## config.mk

```make
export PLATFORM = sky130hd
export DESIGN_NAME = map_port_arbiter
export DESIGN_NICKNAME = d
export VERILOG_FILES = /design/src/rtl/map_port_arbiter.sv
export SDC_FILE = /design/constraint.sdc
export NUM_CORES = 1
export LEC_CHECK = 0
export CORE_MARGIN = 10
export CORE_UTILIZATION = 38
export CTS_BUF_LIST = sky130_fd_sc_hd__clkbuf_16
export CTS_CLUSTER_SIZE = 25
export DETAILED_ROUTE_END_ITERATION = 10
export PLACE_DENSITY = 0.76
export SKIP_CTS_REPAIR_TIMING = 1
export SLEW_MARGIN = 20
export SYNTH_ARGS = -nofsm -noshare
export SYNTH_HDL_FRONTEND = slang
export SYNTH_SLANG_ARGS = --single-unit
```

## constraint.sdc

```tcl
create_clock -name pixel_clk -period 4.37 [get_ports pixel_clk]
set_input_delay 0.874 -clock pixel_clk [delete_from_list [all_inputs] [get_ports pixel_clk]]
set_output_delay 0.874 -clock pixel_clk [all_outputs]
set_load 0.03 [all_outputs]
```

## src/rtl/map_port_arbiter.sv

```systemverilog
// Arbitrates the single map BRAM read port between the renderer and physics engine.
// Optional statistics counters are enabled with MAP_ARB_STATS_EN.
module map_port_arbiter #(
    parameter int ADDR_W       = 9,
    parameter int DATA_W       = 29,
    parameter int MEM_LAT      = 1,
    parameter int STARVE_LIMIT = 4
) (
    input  logic              pixel_clk,
    input  logic              reset,
    input  logic              vde,
    input  logic              r_req,
    input  logic [ADDR_W-1:0] r_addr,
    output logic              r_gnt,
    output logic              r_rvalid,
    output logic [DATA_W-1:0] r_rdata,
    input  logic              p_req,
    input  logic [ADDR_W-1:0] p_addr,
    output logic              p_gnt,
    output logic              p_rvalid,
    output logic [DATA_W-1:0] p_rdata,
    output logic              mem_en,
    output logic [ADDR_W-1:0] mem_addr,
    input  logic [DATA_W-1:0] mem_rdata,
    output logic              p_starved
`ifdef MAP_ARB_STATS_EN
    ,
    input  logic              stat_clr,
    output logic [15:0]       stat_r_stall,
    output logic [15:0]       stat_p_force
`endif
);

    localparam logic [7:0] AGE_MAX = 8'(STARVE_LIMIT);

    logic [7:0]         age;
    logic               force_p;
    logic [MEM_LAT-1:0] vld_pipe;
    logic [MEM_LAT-1:0] own_pipe;   // 1 = physics owns the in-flight read

    always_comb begin
        r_gnt   = 1'b0;
        p_gnt   = 1'b0;
        force_p = 1'b0;
        if (!reset) begin
            if (p_req && age == AGE_MAX) begin
                p_gnt   = 1'b1;
                force_p = 1'b1;
            end else if (vde) begin
                if (r_req)      r_gnt = 1'b1;
                else if (p_req) p_gnt = 1'b1;
            end else begin
                if (p_req)      p_gnt = 1'b1;
                else if (r_req) r_gnt = 1'b1;
            end
        end
    end

    assign mem_en   = r_gnt | p_gnt;
    assign mem_addr = r_gnt ? r_addr : (p_gnt ? p_addr : '0);

    always_ff @(posedge pixel_clk or posedge reset) begin
        if (reset) begin
            age       <= '0;
            p_starved <= 1'b0;
        end else begin
            p_starved <= force_p;
            if (p_gnt || !p_req)
                age <= '0;
            else if (age < AGE_MAX)
                age <= age + 8'd1;
        end
    end

    // Tag pipe tracks the owner of each read so data returns in grant order.
    always_ff @(posedge pixel_clk or posedge reset) begin
        if (reset) begin
            vld_pipe <= '0;
            own_pipe <= '0;
            r_rvalid <= 1'b0;
            p_rvalid <= 1'b0;
            r_rdata  <= '0;
            p_rdata  <= '0;
        end else begin
            vld_pipe[0] <= mem_en;
            own_pipe[0] <= p_gnt;
            for (int i = 1; i < MEM_LAT; i++) begin
                vld_pipe[i] <= vld_pipe[i-1];
                own_pipe[i] <= own_pipe[i-1];
            end
            r_rvalid <= vld_pipe[MEM_LAT-1] && !own_pipe[MEM_LAT-1];
            p_rvalid <= vld_pipe[MEM_LAT-1] &&  own_pipe[MEM_LAT-1];
            if (vld_pipe[MEM_LAT-1] && !own_pipe[MEM_LAT-1])
                r_rdata <= mem_rdata;
            if (vld_pipe[MEM_LAT-1] && own_pipe[MEM_LAT-1])
                p_rdata <= mem_rdata;
        end
    end

`ifdef MAP_ARB_STATS_EN
    always_ff @(posedge pixel_clk or posedge reset) begin
        if (reset) begin
            stat_r_stall <= '0;
            stat_p_force <= '0;
        end else if (stat_clr) begin
            stat_r_stall <= '0;
            stat_p_force <= '0;
        end else begin
            if (r_req && !r_gnt && stat_r_stall != 16'hFFFF)
                stat_r_stall <= stat_r_stall + 16'd1;
            if (force_p && stat_p_force != 16'hFFFF)
                stat_p_force <= stat_p_force + 16'd1;
        end
    end
`endif

endmodule
```

==> results of run 1 <==
layout make-up:
| class | instances | area, um2 |
|---|---|---|
| Clock buffer | 9 | 225 |
| Clock inverter | 7 | 95.1 |
| Fill cell | 581 | 2750 |
| Inverter | 20 | 76.3 |
| Multi-Input combinational cell | 107 | 1010 |
| Sequential cell | 71 | 1780 |
| Tap cell | 99 | 124 |
| Timing Repair Buffer | 129 | 1280 |
how the worst max path moves through the flow:
| stage | depth (start not counted) | end | start |
|---|---|---|---|
| after CTS | 5 | mem_en | p_req |
| after floorplan | 5 | mem_addr[0] | reset |
| final | 5 | mem_addr[0] | p_req |
| after global routing | 5 | mem_en | p_req |
| after detailed placement | 5 | mem_en | p_req |
| after global placement | 5 | mem_en | p_req |
registers in the layout, indices dropped and copies added (netlist names):
signal	count
own_pipe	1
r_rvalid	1
r_rdata	29
p_starved	1
p_rdata	29
p_rvalid	1
age	8
vld_pipe	1
power by group through the flow:
stage                     clock network, uW  logic, uW  registers [uW]
after floorplan                           0        179            1120
after global placement                    0        813             862
after detailed placement                  0        822             866
after CTS                               781        824             855
after global routing                    812        852             872
final                                   765        810             853
stage by stage:
step	utilization [%]	setup slack, ns	area, um2	hold slack (ns)	std cells
after floorplan	-	0.555	2910	0.517	209
after global placement	58.1	0.465	4260	0.487	426
after detailed placement	58.1	0.393	4260	0.491	426
after CTS	62.5	0.398	4580	0.504	442
after global routing	62.5	0.207	4580	0.511	442
final	62.5	0.373	4580	0.501	442
layer usage:
layer | GRT usage [%] | wire length (um)
met2 | 22.7 | 3880
met4 | 3.53 | 61
met3 | 5.45 | 606
met5 | 0 | 0
met1 | 15.0 | 2980
critical path: stages:
cell,delay (ns)
clkdlybuf4s50_1,0.50
nor4bb_2,0.40
a22oi_1,0.36
o32ai_1,0.24
clkdlybuf4s50_1,0.74
synth_stat cells, drive strengths merged (2+ instances only):
| cell | count | area share, % |
|---|---|---|
| dfrtp | 71 | 61 |
| mux2 | 58 | 22 |
| inv | 19 | 2.5 |
| nand2 | 11 | 1.4 |
| o32ai | 9 | 2.7 |
| a211oi | 6 | 1.6 |
| clkbuf | 6 | 0.78 |
| buf | 5 | 0.86 |
| nor2 | 4 | 0.52 |
| a221oi | 2 | 0.60 |
| ha | 2 | 0.86 |
| o31ai | 2 | 0.52 |
logic make-up after synthesis:
family | count (synthesis) | synth area share (%)
flip-flops | 71 | 61.2
multiplexers | 58 | 22.5
buffers and inverters | 31 | 4.22
AO/OA/AOI/OAI | 24 | 6.68
AND/OR/NAND/NOR | 23 | 4.61
adder cells (fa/ha/maj) | 2 | 0.861
==> qor.txt, run 1 <==
WL final: 7530 um
Skew-Pair Late Insertion Delay: 0.32 ns
Hold Path Depth: 1
Routed len/inst: 17.0 um
Max VDD drop: 0.368 mV
P_sw: 760 uW
Deepest clock path buffer count: 2
Fin crit share: 91.5%
GRT Overall Usage: 13.3%
Fmax: 0.250 GHz
WP data required: 3.50 ns
RR Startpoint: age[0]$_DFFE_PP0P_
Commonest cells after routing, fill and taps aside: clkdlybuf4s50_1, dfrtp_1, mux2_2
Initial Util: 39.6%
Netlist cell types: 26
Area of the mapped netlist: 2910 um2
CTS clk-pin slew, worst paths: 0.06 ns
Clock network fraction of design power: 31.5%
Yosys warns: 0
Largest net degree at the start of global routing: 48
Core Rows: 31
Antenna-violating nets left: 0
Sequential fraction of the synthesis area: 61.2%
Worst hold path endpoint: r_rdata[12]$_DFFE_PP0P_
CP endpoint kind: primary output
Total gr overflow: 0
HP Start: r_rdata[12]$_DFFE_PP0P_
Clk sinks: 71
Routed vias/inst: 4.85
Slew Limit Fails: 0
Fin. Hold Viols: 0
Total CTS buffers: 9
Layout cell share with drive strength beyond 1: 23.9%
Wire length of the first global-routing pass: 12200 um
Synthesized area per cell: 13.9 um2
LEAKAGE: 0.00193 uW
CTS root buf: clkbuf_16
CTS tree: done
Vias after detailed routing: 2143
Max H-tree Level: 3
Seq cells post-synth: 71
Min cycle time layout: 4.00 ns
Internal power: 1670 uW
Primary FF master, synth: dfrtp_1
Most common cell after layout, fill and taps aside: clkdlybuf4s50_1
Max Cap Viol: 0
Total negative slack: 0 ns
Core area: 7330 um2
Nets: 392
Switch share: 31.3%
DRC: 0
I/O pins: 125
EDFF count, synth: 0
Initial DRC Count: 49
Tot Pwr: 2430 uW
Async SR Flop Fraction: 100%
Vert. Die Dim: 107 um
Critical R2R Capture: vld_pipe$_DFF_PP0_
Worst Max-Slew Pin Slew: 0.834 ns
Cell Pwr Density: 530 nW/um2
Final clock skew: 0.00616 ns
R2r setup slk: 2.47 ns
Rel. slew slack: 44.4%
Crit start category: input port
Power share of the sequential group: 35.1%
Post-Synthesis Cells: 209
Syn nets: 263
Post-synthesis to final-layout area growth: 57.7%
CP arrival: 3.12 ns
Initial antenna violation count: 0
RSZ-0062 raised after global routing: no
DIE WIDTH: 107 um
Outcome: finished clean
Critical path class: in -> out
Diodes inserted: 0
I/O Buffers: 124
Routability cong.: 0.819
Critical-path maximum fanout: 11
Detail Placement HPWL: 5800 um
Combinational Power Share: 33.4%
Finish-stage setup viols: 0
Worst hold path class: reg -> reg
Worst R2R Path Depth: 5
First-pass iteration count of the detailed router: 4
Number of global-route vias before repair: 2268
Die Footprint: 11500 um2
(Power assumes the default switching activity.)
==> run 2: changes to the inputs <==
ABC_AREA = 1   (was unset)
==> qor.txt, run 2 <==
Outcome: finished clean
Area of the mapped netlist: 2870 um2
Crit path buf inv count: 2
Core Rows: 31
Crit-path max cell delay: 0.59 ns
P_sw: 794 uW
RSZ-0062 raised after global routing: no
Diodes inserted: 0
Core area: 7290 um2
Min cycle time layout: 3.15 ns
Total CTS buffers: 9
Commonest cells in the netlist: nand2_1, dfrtp_1, o21ai_0
Max H-tree Level: 3
GRT Overall Usage: 13.6%
WL final: 7780 um
Internal power: 1610 uW
CTS root buf: clkbuf_16
Switch share: 33.1%
Yosys warns: 0
Tot Pwr: 2400 uW
Area leader, netlist: dfrtp_1
Skew-Pair Late Insertion Delay: 0.32 ns
Rel. slew slack: 38.1%
Post-synth top area share: 61.8%
EDFF count, synth: 0
CTS tree: done
LEAKAGE: 0.00218 uW
Wire length of the first global-routing pass: 12600 um
Total negative slack: 0 ns
Clk sinks: 71
Post-Synthesis Cells: 312
Final clock skew: 0.00471 ns
Seq cells post-synth: 71
CTS clk-pin slew, worst paths: 0.05 ns
Number of global-route vias before repair: 2561
Fin. Hold Viols: 0
Cell Pwr Density: 538 nW/um2
Synth top area cells: dfrtp_1, nand2_1, o21ai_0
Async SR Flop Fraction: 100%
DIE WIDTH: 107 um
Crit start category: input port
Routability cong.: 0.763
Top flop regs: p_rdata (29), r_rdata (29), age (8)
Slew Limit Fails: 0
Crit-path slowest cell: clkdlybuf4s50_1
Fillcell total: 654
Finish-stage setup viols: 0
Antenna-violating nets left: 0
Register area: 1780 um2
Total gr overflow: 0
Initial Util: 39.4%
Fin crit share: 72.0%
Routed len/inst: 14.4 um
Most used cell, CP: nand2_1
Max Cap Viol: 0
I/O pins: 125
Final design utilization: 61.2%
Clock network fraction of design power: 31.3%
Count leader, synth: nand2_1
Commonest cells after routing, fill and taps aside: clkdlybuf4s50_1, nand2_1, dfrtp_1
Post-synthesis to final-layout area growth: 55.2%
DRC: 0
Die Footprint: 11400 um2
Netlist cell types: 21
Routed vias/inst: 4.59
Vert. Die Dim: 107 um
Sequential fraction of the synthesis area: 61.8%
Critical-path maximum fanout: 11
Worst hold path class: reg -> reg
Layout cell share with drive strength beyond 1: 9.52%
First-pass iteration count of the detailed router: 4
Power share of the sequential group: 35.9%
Primary FF master, synth: dfrtp_1
Worst Max-Slew Pin Slew: 0.925 ns
Max VDD drop: 0.206 mV
I/O Buffers: 124
Area of the multi-input gates: 858 um2
Initial DRC Count: 66
WP data required: 3.50 ns
Synthesized area per cell: 9.21 um2
Detail Placement HPWL: 5720 um
Initial antenna violation count: 0
Fmax: 0.318 GHz
Most common cell after layout, fill and taps aside: clkdlybuf4s50_1
Critical path class: in -> out
Combinational Power Share: 32.8%
Nets: 490
Syn nets: 366
Delay-heaviest family, CP: buffers and inverters
CP endpoint kind: primary output
CP arrival: 2.27 ns
Largest net degree at the start of global routing: 72
Deepest clock path buffer count: 2
Vias after detailed routing: 2476
CP Cell Sequence: clkdlybuf4s50_1, nand2_2, nor2_4, nand3_4, nand2_4, nand2_1, nand2_1, buf_4
[run 2: cell count changes in the layout (fill, tap and decap cells not counted), moves of 12 or more]
cell             previous run  this run
nand2_1                    11        86
mux2_2                     58         0
o21ai_0                     0        51
inv_1                      18        42
nand3_1                     0        14
clkdlybuf4s50_1           124       112
[run 2: path summary, 6_finish.rpt]
kind	from	to	slack (ns)	cells after the start
setup / recovery	p_req	mem_addr[3]	1.22	8
hold / removal	own_pipe$_DFF_PP0_	r_rvalid$_DFF_PP0_	0.48	1
setup reg to reg	vld_pipe$_DFF_PP0_	r_rdata[3]$_DFFE_PP0P_	2.88	4
hold reg to reg	own_pipe$_DFF_PP0_	r_rvalid$_DFF_PP0_	0.48	1
max in group asynchronous	reset	age[5]$_DFFE_PP0P_	2.59	3
min in group asynchronous	reset	age[2]$_DFFE_PP0P_	1.22	3
[run 2: layer usage]
metal / global-route usage, % / share of wire [%] / wire, um / up-vias
met5: 0 / 0 / 0 / -
met4: 5.22 / 1.4 / 107 / 0
met3: 5.81 / 9.5 / 736 / 12
met2: 21.8 / 46 / 3610 / 104
met1: 15.9 / 43 / 3320 / 1142
li1: - / - / - / 1218
[run 2: area by class of cell]
| class | instances | share of cell area (%) |
|---|---|---|
| clock buffers | 9 | 5.05 |
| clock inverters | 7 | 1.99 |
| inverters | 45 | 3.79 |
| multi-input cells | 184 | 19.2 |
| flip-flops and latches | 71 | 39.8 |
| well taps | 99 | 2.78 |
| repair buffers | 125 | 27.3 |
[run 2: cells by family (layout without fill, tap and decap cells)]
kind of cell | count (synthesis) | after routing | synth area share [%]
AO/OA/AOI/OAI | 59 | 59 | 10.4
adder cells (fa/ha/maj) | 2 | 2 | 0.871
buffers and inverters | 57 | 186 | 8.40
flip-flops | 71 | 71 | 61.8
AND/OR/NAND/NOR | 123 | 123 | 18.5
[run 2: through the flow]
step / setup WS, ns / hold WS [ns] / area (um2) / std cells
after floorplan: 0.881 / 0.426 / 2870 / 312
after global placement: 1.31 / 0.466 / 4150 / 524
after detailed placement: 1.22 / 0.472 / 4150 / 524
after CTS: 1.21 / 0.484 / 4460 / 540
after global routing: 1.15 / 0.503 / 4460 / 540
final: 1.22 / 0.477 / 4460 / 540
[run 2: power groups by stage]
stage	Sequential [uW]	Clock, uW	Combinational, uW
4_1_cts	862	772	802
5_1_grt	877	801	842
6_report	861	752	789
2_1_floorplan	1130	0	162
3_5_place_dp	870	0	798
3_3_place_gp	865	0	787
==> run 3: changes to the inputs <==
clock period = 2.8 ns   (was 4.37 ns; I/O delays follow)
==> qor.txt, run 3 (synthesis gave the netlist of run 2 again) <==
Routed len/inst: 14.5 um
Core area: 7290 um2
CP Cell Sequence: clkdlybuf4s50_1, nand2_2, nor2_4, nand2_2, nand2_1, nand3_1, buf_4
Routability cong.: 0.748
Clk sinks: 71
Slew Limit Fails: 0
CP endpoint kind: primary output
Most common cell after layout, fill and taps aside: clkdlybuf4s50_1
WL final: 7820 um
Antenna-violating nets left: 0
Max Cap Viol: 0
Total CTS buffers: 9
Largest net degree at the start of global routing: 71
Die Footprint: 11400 um2
Final design utilization: 61.2%
Delay-heaviest family, CP: buffers and inverters
CTS root buf: clkbuf_16
Total negative slack: 0 ns
Total gr overflow: 0
Fin. Hold Viols: 0
Nets: 490
DRC: 0
CTS tree: done
RSZ-0062 raised after global routing: no
Crit-path slowest cell: clkdlybuf4s50_1
Vert. Die Dim: 107 um
Rel. slew slack: 35.1%
Worst Max-Slew Pin Slew: 0.970 ns
Min cycle time layout: 2.50 ns
Crit-path max cell delay: 0.58 ns
Most used cell, CP: nand2_2
LEAKAGE: 0.00219 uW
Critical R2R Capture: p_rdata[23]$_DFFE_PP0P_
Commonest cells after routing, fill and taps aside: clkdlybuf4s50_1, nand2_1, dfrtp_1
Max VDD drop: 0.368 mV
Number of global-route vias before repair: 2565
Dpl ws: 0.287 ns
Vias after detailed routing: 2481
Max H-tree Level: 3
I/O Buffers: 124
I/O pins: 125
RR Startpoint: own_pipe$_DFF_PP0_
Finish-stage setup viols: 0
R2r setup slk: 1.29 ns
Deepest clock path buffer count: 2
Crit start category: input port
Fin crit share: 89.3%
Worst R2R Path Depth: 2
Top flop regs: p_rdata (29), r_rdata (29), age (8)
Diodes inserted: 0
Critical-path maximum fanout: 10
Worst setup margin: 0.299 ns
Worst hold path class: in -> async
Wire length of the first global-routing pass: 12600 um
Outcome: finished clean
Initial DRC Count: 105
Routed vias/inst: 4.59
Critical path class: in -> out
WP data required: 2.24 ns
Initial antenna violation count: 0
Initial Util: 39.4%
Tot Pwr: 3750 uW
Detail Placement HPWL: 5830 um
DIE WIDTH: 107 um
Crit path buf inv count: 2
Fmax: 0.400 GHz
GRT Overall Usage: 13.6%
CTS clk-pin slew, worst paths: 0.05 ns
First-pass iteration count of the detailed router: 4
Core Rows: 31
Post-synthesis to final-layout area growth: 55.3%
Final clock skew: 0.00483 ns
Skew-Pair Late Insertion Delay: 0.32 ns
Cell Pwr Density: 841 nW/um2
Layout cell share with drive strength beyond 1: 9.30%
CP arrival: 1.94 ns
run 3: cell type report:
class                      count  area [um2]
clock buffer                   9         225
fill                         639        2830
inverter                      45         171
multi-input combinational    184         858
sequential                    71        1780
tap                           99         124
clock inverter                 7        90.1
timing repair buffer         125        1220
run 3: metal layers:
metal  part of all wire [%]  vias to the layer above  GRT usage [%]
met2                     47                      103           21.5
met1                     43                     1154           16.0
met3                    9.6                        7           6.59
li1                       -                     1217              -
met4                   0.97                        0           4.16
met5                      0                        -              0
run 3: per-stage QoR:
step / cells / hold slack (ns) / cell area [um2]
floorplan: 312 / 0.426 / 2880
global placement: 524 / 0.461 / 4150
detailed placement: 524 / 0.468 / 4150
CTS: 540 / 0.453 / 4460
global route: 540 / 0.458 / 4460
finish: 540 / 0.463 / 4460
run 3: power breakdown:
group | switching (uW) | total [uW] | internal (uW)
sequential | 112 | 1340 | 1230
combinational | 727 | 1230 | 504
clock | 405 | 1180 | 774
total | 1240 | 3750 | 2510
run 3: how the worst max path moves through the flow:
stage                     startpoint     endpoint  slack (ns)  cells after the start
after floorplan                reset  mem_addr[0]        0.35                      5
after global placement         reset       mem_en        0.34                      7
after detailed placement       reset       mem_en        0.29                      7
after CTS                      reset       mem_en        0.28                      7
after global routing           reset       mem_en        0.16                      7
final                          p_req       mem_en        0.30                      7
